===== config.mk =====
export PLATFORM = sky130hd
export DESIGN_NAME = disc_reader
export DESIGN_NICKNAME = d
export VERILOG_FILES = /design/src/rtl/disc_reader.sv
export SDC_FILE = /design/constraint.sdc
export NUM_CORES = 1
export LEC_CHECK = 0
export ABC_AREA = 1
export CORE_UTILIZATION = 30
export CTS_CLUSTER_DIAMETER = 30
export DETAILED_ROUTE_END_ITERATION = 10
export PLACE_DENSITY = 0.47
export SKIP_CTS_REPAIR_TIMING = 1
export SLEW_MARGIN = 20
export SYNTH_ARGS = -nofsm -noshare
export SYNTH_HDL_FRONTEND = slang
export SYNTH_SLANG_ARGS = --single-unit

===== constraint.sdc =====
create_clock -name clock -period 10.7 [get_ports clock]
set_input_delay 1.07 -clock clock [delete_from_list [all_inputs] [get_ports clock]]
set_output_delay 1.07 -clock clock [all_outputs]
set_load 0.05 [all_outputs]

===== src/rtl/disc_reader.sv =====
// Read-side acquisition engine: timestamps synchronised rddata/index edges and
// emits byte-wide timing codes to acquisition RAM through a small queue.
module disc_reader #(
  parameter int SYNC_STAGES = 2,
  parameter int QDEPTH      = 4
) (
  input  logic       clock,
  input  logic       reset,
  input  logic       clken,
  input  logic       rddata,
  input  logic       index,
  input  logic       start,
  input  logic       stop,
  input  logic       wait_idx,
  input  logic       mem_full,
  output logic [7:0] mem_wdata,
  output logic       mem_we,
  output logic       running,
  output logic       overrun
);

  localparam int AW = $clog2(QDEPTH);

  typedef enum logic [1:0] {IDLE, ARM, ACQ, DRAIN} state_t;

  state_t                 state;
  logic [SYNC_STAGES-1:0] data_sync, idx_sync;
  logic                   data_hist, idx_hist;
  logic                   data_edge, idx_edge;
  logic                   data_p, idx_p;
  logic [6:0]             timer, timer_n;
  logic [7:0]             c;
  logic                   carry, consume;
  logic [3:0][7:0]        codes;
  logic [1:0]             n_enq;

  logic [7:0]             q [QDEPTH];
  logic [AW-1:0]          wr_ptr, rd_ptr;
  logic [AW:0]            count, free, n_ext, n_wr;
  logic                   overflow, deq;

  assign data_edge = data_sync[SYNC_STAGES-1] & ~data_hist;
  assign idx_edge  = idx_sync[SYNC_STAGES-1] & ~idx_hist;

  assign c        = {1'b0, timer} + 8'd1;
  assign carry    = (c == 8'd127);
  assign consume  = (state == ACQ) && !stop && clken;

  // Codes are packed in emission order: carry, then data, then index.
  always_comb begin
    codes   = '0;
    n_enq   = '0;
    timer_n = timer;
    if (consume) begin
      if (data_p || idx_p) begin
        timer_n = '0;
        if (carry) begin
          codes[n_enq] = 8'h7F;
          n_enq        = n_enq + 2'd1;
        end
        if (data_p) begin
          codes[n_enq] = carry ? 8'h00 : c;
          n_enq        = n_enq + 2'd1;
        end
        if (idx_p) begin
          codes[n_enq] = (carry || data_p) ? 8'h80 : (8'h80 | c);
          n_enq        = n_enq + 2'd1;
        end
      end else if (carry) begin
        codes[0] = 8'h7F;
        n_enq    = 2'd1;
        timer_n  = '0;
      end else begin
        timer_n = c[6:0];
      end
    end
  end

  assign free     = (AW+1)'(QDEPTH) - count;
  assign n_ext    = (AW+1)'(n_enq);
  assign overflow = (n_ext > free);
  assign n_wr     = overflow ? free : n_ext;
  assign deq      = !mem_full && (count != '0);

  always_ff @(posedge clock) begin
    for (int unsigned i = 0; i < 3; i++) begin
      if (i < 32'(n_wr)) q[wr_ptr + AW'(i)] <= codes[i[1:0]];
    end
  end

  always_ff @(posedge clock) begin
    if (!reset) begin
      state     <= IDLE;
      data_sync <= '0;
      idx_sync  <= '0;
      data_hist <= 1'b0;
      idx_hist  <= 1'b0;
      data_p    <= 1'b0;
      idx_p     <= 1'b0;
      timer     <= '0;
      wr_ptr    <= '0;
      rd_ptr    <= '0;
      count     <= '0;
      mem_we    <= 1'b0;
      mem_wdata <= '0;
      running   <= 1'b0;
      overrun   <= 1'b0;
    end else begin
      data_sync <= {data_sync[SYNC_STAGES-2:0], rddata};
      idx_sync  <= {idx_sync[SYNC_STAGES-2:0], index};
      data_hist <= data_sync[SYNC_STAGES-1];
      idx_hist  <= idx_sync[SYNC_STAGES-1];

      mem_we <= deq;
      if (deq) begin
        mem_wdata <= q[rd_ptr];
        rd_ptr    <= rd_ptr + AW'(1);
      end
      wr_ptr <= wr_ptr + n_wr[AW-1:0];
      count  <= count - (AW+1)'(deq) + n_wr;
      timer  <= timer_n;

      case (state)
        IDLE: begin
          data_p <= 1'b0;
          idx_p  <= 1'b0;
          if (start && !stop) begin
            overrun <= 1'b0;
            running <= 1'b1;
            timer   <= '0;
            state   <= wait_idx ? ARM : ACQ;
          end
        end
        ARM: begin
          data_p <= 1'b0;
          idx_p  <= 1'b0;
          if (stop) begin
            running <= 1'b0;
            state   <= IDLE;
          end else if (idx_edge) begin
            timer <= '0;
            state <= ACQ;
          end
        end
        ACQ: begin
          if (stop || overflow) begin
            data_p <= 1'b0;
            idx_p  <= 1'b0;
            state  <= DRAIN;
            if (overflow) overrun <= 1'b1;
          end else begin
            // A fresh edge landing on the consuming cycle stays pending.
            data_p <= (data_p & ~consume) | data_edge;
            idx_p  <= (idx_p & ~consume) | idx_edge;
          end
        end
        DRAIN: begin
          data_p <= 1'b0;
          idx_p  <= 1'b0;
          if (count == '0) begin
            running <= 1'b0;
            state   <= IDLE;
          end
        end
        default: state <= IDLE;
      endcase
    end
  end

endmodule

==> parameters.txt <==
Parameter                              Value

Run status
  Outcome    complete, no violations

Hold path
  Hold crit path type    reg -> reg

Worst setup path
  End point of the critical path    q[2][1]
  Type of element capturing the critical path    flop
  Slowest-stage cell, CP    sky130_fd_sc_hd__a31oi_1
  Reg-to-Reg End    q[2][1]
  Delay of the slowest cell on the worst path    approximately 0.78 ns
  Origin of the critical flop-to-flop path    timer[1]
  Series of cell instances along the critical path    ha_1, nand2_1, o21ai_0, nand2_1, nor2_1, nand2_1, fa_1, or2_4, ha_1, a21boi_2, nand2_4, o21ai_2, o21ai_4, nor2_4, inv_4, a31oi_1
  Worst EP required    10.66 ns
  Logic depth of the worst register-to-register path    16
  Register-to-register path setup slack    6.28 ns
  Most common cell type on the critical path    sky130_fd_sc_hd__nand2_1
  Category of the most critical setup path    reg -> reg
  Worst Path Max Fanout    16
  Kind of start point of the critical path    flop
  Worst setup path startpoint    timer[1]
  Arrival time of the worst setup path    around 4.4 ns

GRT
  GR Layer Usage met2    25.5%
  Most used routing layer in global routing    met2
  Global-route met3 utilization    under 10%
  Met1 Use GR    roughly a fifth
  GR Overflow Total    0
  Via count of the first global-routing pass    3534
  Maximum number of pins on one net before global-route repair    21
  Number of antenna violations at the first check in global routing    0
  Global router's overall resource usage    15.7%
  Wire length of the first global-routing pass    17500 um

Placed design
  Pre-CTS setup slack    6.29 ns
  Weighted congestion at the end of routability-driven global placement    0.862
  HPWL after DPL    7820 um
  Count of buffers inserted at the top-level ports    19

Synthesis
  Average size of a mapped cell    7.21 um2
  Number of enable flip-flop cells after synthesis    32
  Portion of synthesized cell area occupied by the leading cell type    22.7%
  Syn. warnings    0
  Number of library cell types mapped by synthesis    40
  Synthesized netlist cell count    586
  Leading post-synthesis cells by cell area    sky130_fd_sc_hd__edfxtp_1 23%, sky130_fd_sc_hd__dfxtp_1 17%, sky130_fd_sc_hd__nand2_1 16%
  Cell taking the most area after synthesis    sky130_fd_sc_hd__edfxtp_1
  Synthesized cell area    about 4200 um2
  Leading register cell type out of synthesis    sky130_fd_sc_hd__dfxtp_1
  #FFs+latches synth    67
  Commonest cells in the netlist    176 x sky130_fd_sc_hd__nand2_1, 119 x sky130_fd_sc_hd__nor2_1, 62 x sky130_fd_sc_hd__inv_1, 35 x sky130_fd_sc_hd__dfxtp_1, 32 x sky130_fd_sc_hd__edfxtp_1
  Share of flip-flops with an asynchronous set or reset    0%
  Sequential area share after synthesis    39.3%
  Most repeated cell in the gate-level netlist after synthesis    sky130_fd_sc_hd__nand2_1
  Post-synthesis net count    609

Layout
  Area overhead of the layout relative to synthesis    14.2%
  Total area of multi-input combinational cells    approximately 2100 um2
  Post-layout net count    624
  Filler cells    roughly 1400
  Number of diodes added for antenna fixing    0
  Sequential cell area    1660 um2
  Fraction of final layout cells with drive strength greater than 1    7.92%

Floorplan
  Area of the core    13500 um2
  Overall die height    about 120 um
  # rows    42
  Die Wd    between 100 and 150 um
  Number of I/O pins    20
  Die area    14600 um2
  Effective utilization at floorplan    ~31%

CTS
  Inserted Clock Buffers    9
  CTS tree    yes
  Skew-Pair Late Insertion Delay    0.34 ns
  Clock sink total    67
  CTS root buf    sky130_fd_sc_hd__clkbuf_16
  Clock transition at the registers of the reported paths    0.06 ns
  Buffers from clock root to sink, at most    2
  # H-tree levels    3

Drt
  Routed WL    ~11000 um
  DRC violations left    0
  Antenna Violating Nets Remaining    0
  Vias per std cell    4.75
  Via count of the routed design    3711
  WL per Instance    13.6 um
  DRT Pass-1 Iters    5
  Initial drt markers    269

Power and ir drop
  Switching power as a share of total power    39.8%
  Combinational fraction of design power    38.6%
  Net switching power figure    0.447 mW
  Internal power of the cells    0.677 mW
  VDD IR max    between 90 and 100 uV
  Clk pwr share    26.9%
  Sequential group share of total power    34.6%
  Static leakage power    2.37 nW
  Power Density    233 nW/um2

Timing
  Slew headroom    a little under two fifths
  Final cycle utilization of the critical path    41.3%
  Pins Over Slew Limit    0
  Setup skew after layout    slightly below 0.008 ns
  Achievable Freq    between 200 and 250 MHz
  Slew of the pin with the lowest slew margin    between 0.9 and 1 ns
  Final number of setup-violating endpoints    0
  Tmin final    ~4.4 ns
  Worst setup margin    6.28 ns
  Number of hold violations in the final report    0
  Setup repair after global routing missed its margin    false
  Setup TNS    0 ns

Flow run
  Max_cap viols    0
metal layers:
layer,share of wire [%],routed length [um]
met5,0,0
met4,2.2,231
met3,3.9,415
met2,46,4870
met1,48,5140
worst min-delay path by stage:
stage / from / end / slack (ns) / cells past startpoint
after floorplan: data_sync[0] / data_sync[1] / 0.39 / 2
after global placement: data_sync[0] / data_sync[1] / 0.39 / 2
after detailed placement: data_sync[0] / data_sync[1] / 0.40 / 2
after CTS: idx_sync[0] / idx_sync[1] / 0.41 / 2
after global routing: data_sync[0] / data_sync[1] / 0.44 / 2
final: idx_sync[0] / idx_sync[1] / 0.41 / 2
cells by family (layout without fill, tap and decap cells):
logic type / Yosys count / after routing / synth area share [%]
adder cells (fa/ha/maj): 14 / 14 / 4.50
AO/OA/AOI/OAI: 68 / 68 / 10.7
AND/OR/NAND/NOR: 334 / 334 / 33.0
multiplexers: 8 / 8 / 1.90
XOR/XNOR: 1 / 1 / 0.207
flip-flops: 67 / 67 / 39.3
buffers and inverters: 94 / 114 / 10.3
layout by cell type (no fill, tap or decap), types with 3 or more instances in the layout:
cell	count
sky130_fd_sc_hd__clkdlybuf4s50_1	19
sky130_fd_sc_hd__nor3_1	4
sky130_fd_sc_hd__nand2_4	5
sky130_fd_sc_hd__nor2_4	5
sky130_fd_sc_hd__inv_1	62
sky130_fd_sc_hd__nand3_1	17
sky130_fd_sc_hd__clkbuf_16	9
sky130_fd_sc_hd__a211oi_1	7
sky130_fd_sc_hd__ha_1	12
sky130_fd_sc_hd__nor2_1	119
sky130_fd_sc_hd__inv_4	8
sky130_fd_sc_hd__nand4_1	3
sky130_fd_sc_hd__o211ai_1	4
sky130_fd_sc_hd__o221ai_1	8
sky130_fd_sc_hd__clkinv_1	3
sky130_fd_sc_hd__o21ai_1	5
sky130_fd_sc_hd__inv_2	5
sky130_fd_sc_hd__o21ai_0	27
sky130_fd_sc_hd__a21oi_1	8
sky130_fd_sc_hd__mux2i_1	8
sky130_fd_sc_hd__edfxtp_1	32
sky130_fd_sc_hd__dfxtp_1	35
sky130_fd_sc_hd__nand2_1	176
cell type report:
class	instances	area share [%]
Multi-Input combinational cell	425	44.1
Sequential cell	67	34.4
Inverter	78	6.54
Clock buffer	11	5.03
Tap cell	176	4.57
Timing Repair Buffer	20	4.10
Clock inverter	5	1.25
per-stage QoR:
step / instance area, um2 / hold WS, ns / total power, mW / cells / util (%)
floorplan: 4220 / 0.390 / 0.716 / 586 / -
global placement: 4520 / 0.394 / 0.817 / 766 / 33.5
detailed placement: 4520 / 0.401 / 0.829 / 766 / 33.5
CTS: 4820 / 0.413 / 1.13 / 782 / 35.7
global route: 4820 / 0.442 / 1.20 / 782 / 35.7
finish: 4820 / 0.411 / 1.12 / 782 / 35.7
state kept, by name, summed over array words and instances, names as in the netlist:
name / cells
state: 2
data_sync: 2
idx_hist: 1
timer: 7
mem_we: 1
count: 3
idx_sync: 2
mem_wdata: 8
q: 32
idx_p: 1
data_p: 1
data_hist: 1
rd_ptr: 2
wr_ptr: 2
overrun: 1
running: 1
critical path: cells and delay by family, from the launching register on:
kind / cells / cell delay, ns
AOI/OAI and AO/OA: 5 / 1.43
and+or+nand+nor: 7 / 1.11
adders and majority gates: 3 / 0.96
DFF: 1 / 0.41
buffers and inverters: 1 / 0.12
power groups by stage:
stage | registers (mW) | logic (mW) | clock network, mW
3_5_place_dp | 0.395 | 0.434 | 0
2_1_floorplan | 0.419 | 0.298 | 0
5_1_grt | 0.397 | 0.484 | 0.319
6_report | 0.389 | 0.433 | 0.302
4_1_cts | 0.390 | 0.436 | 0.309
3_3_place_gp | 0.394 | 0.423 | 0
No activity file was read; power rests on OpenSTA's default activity.
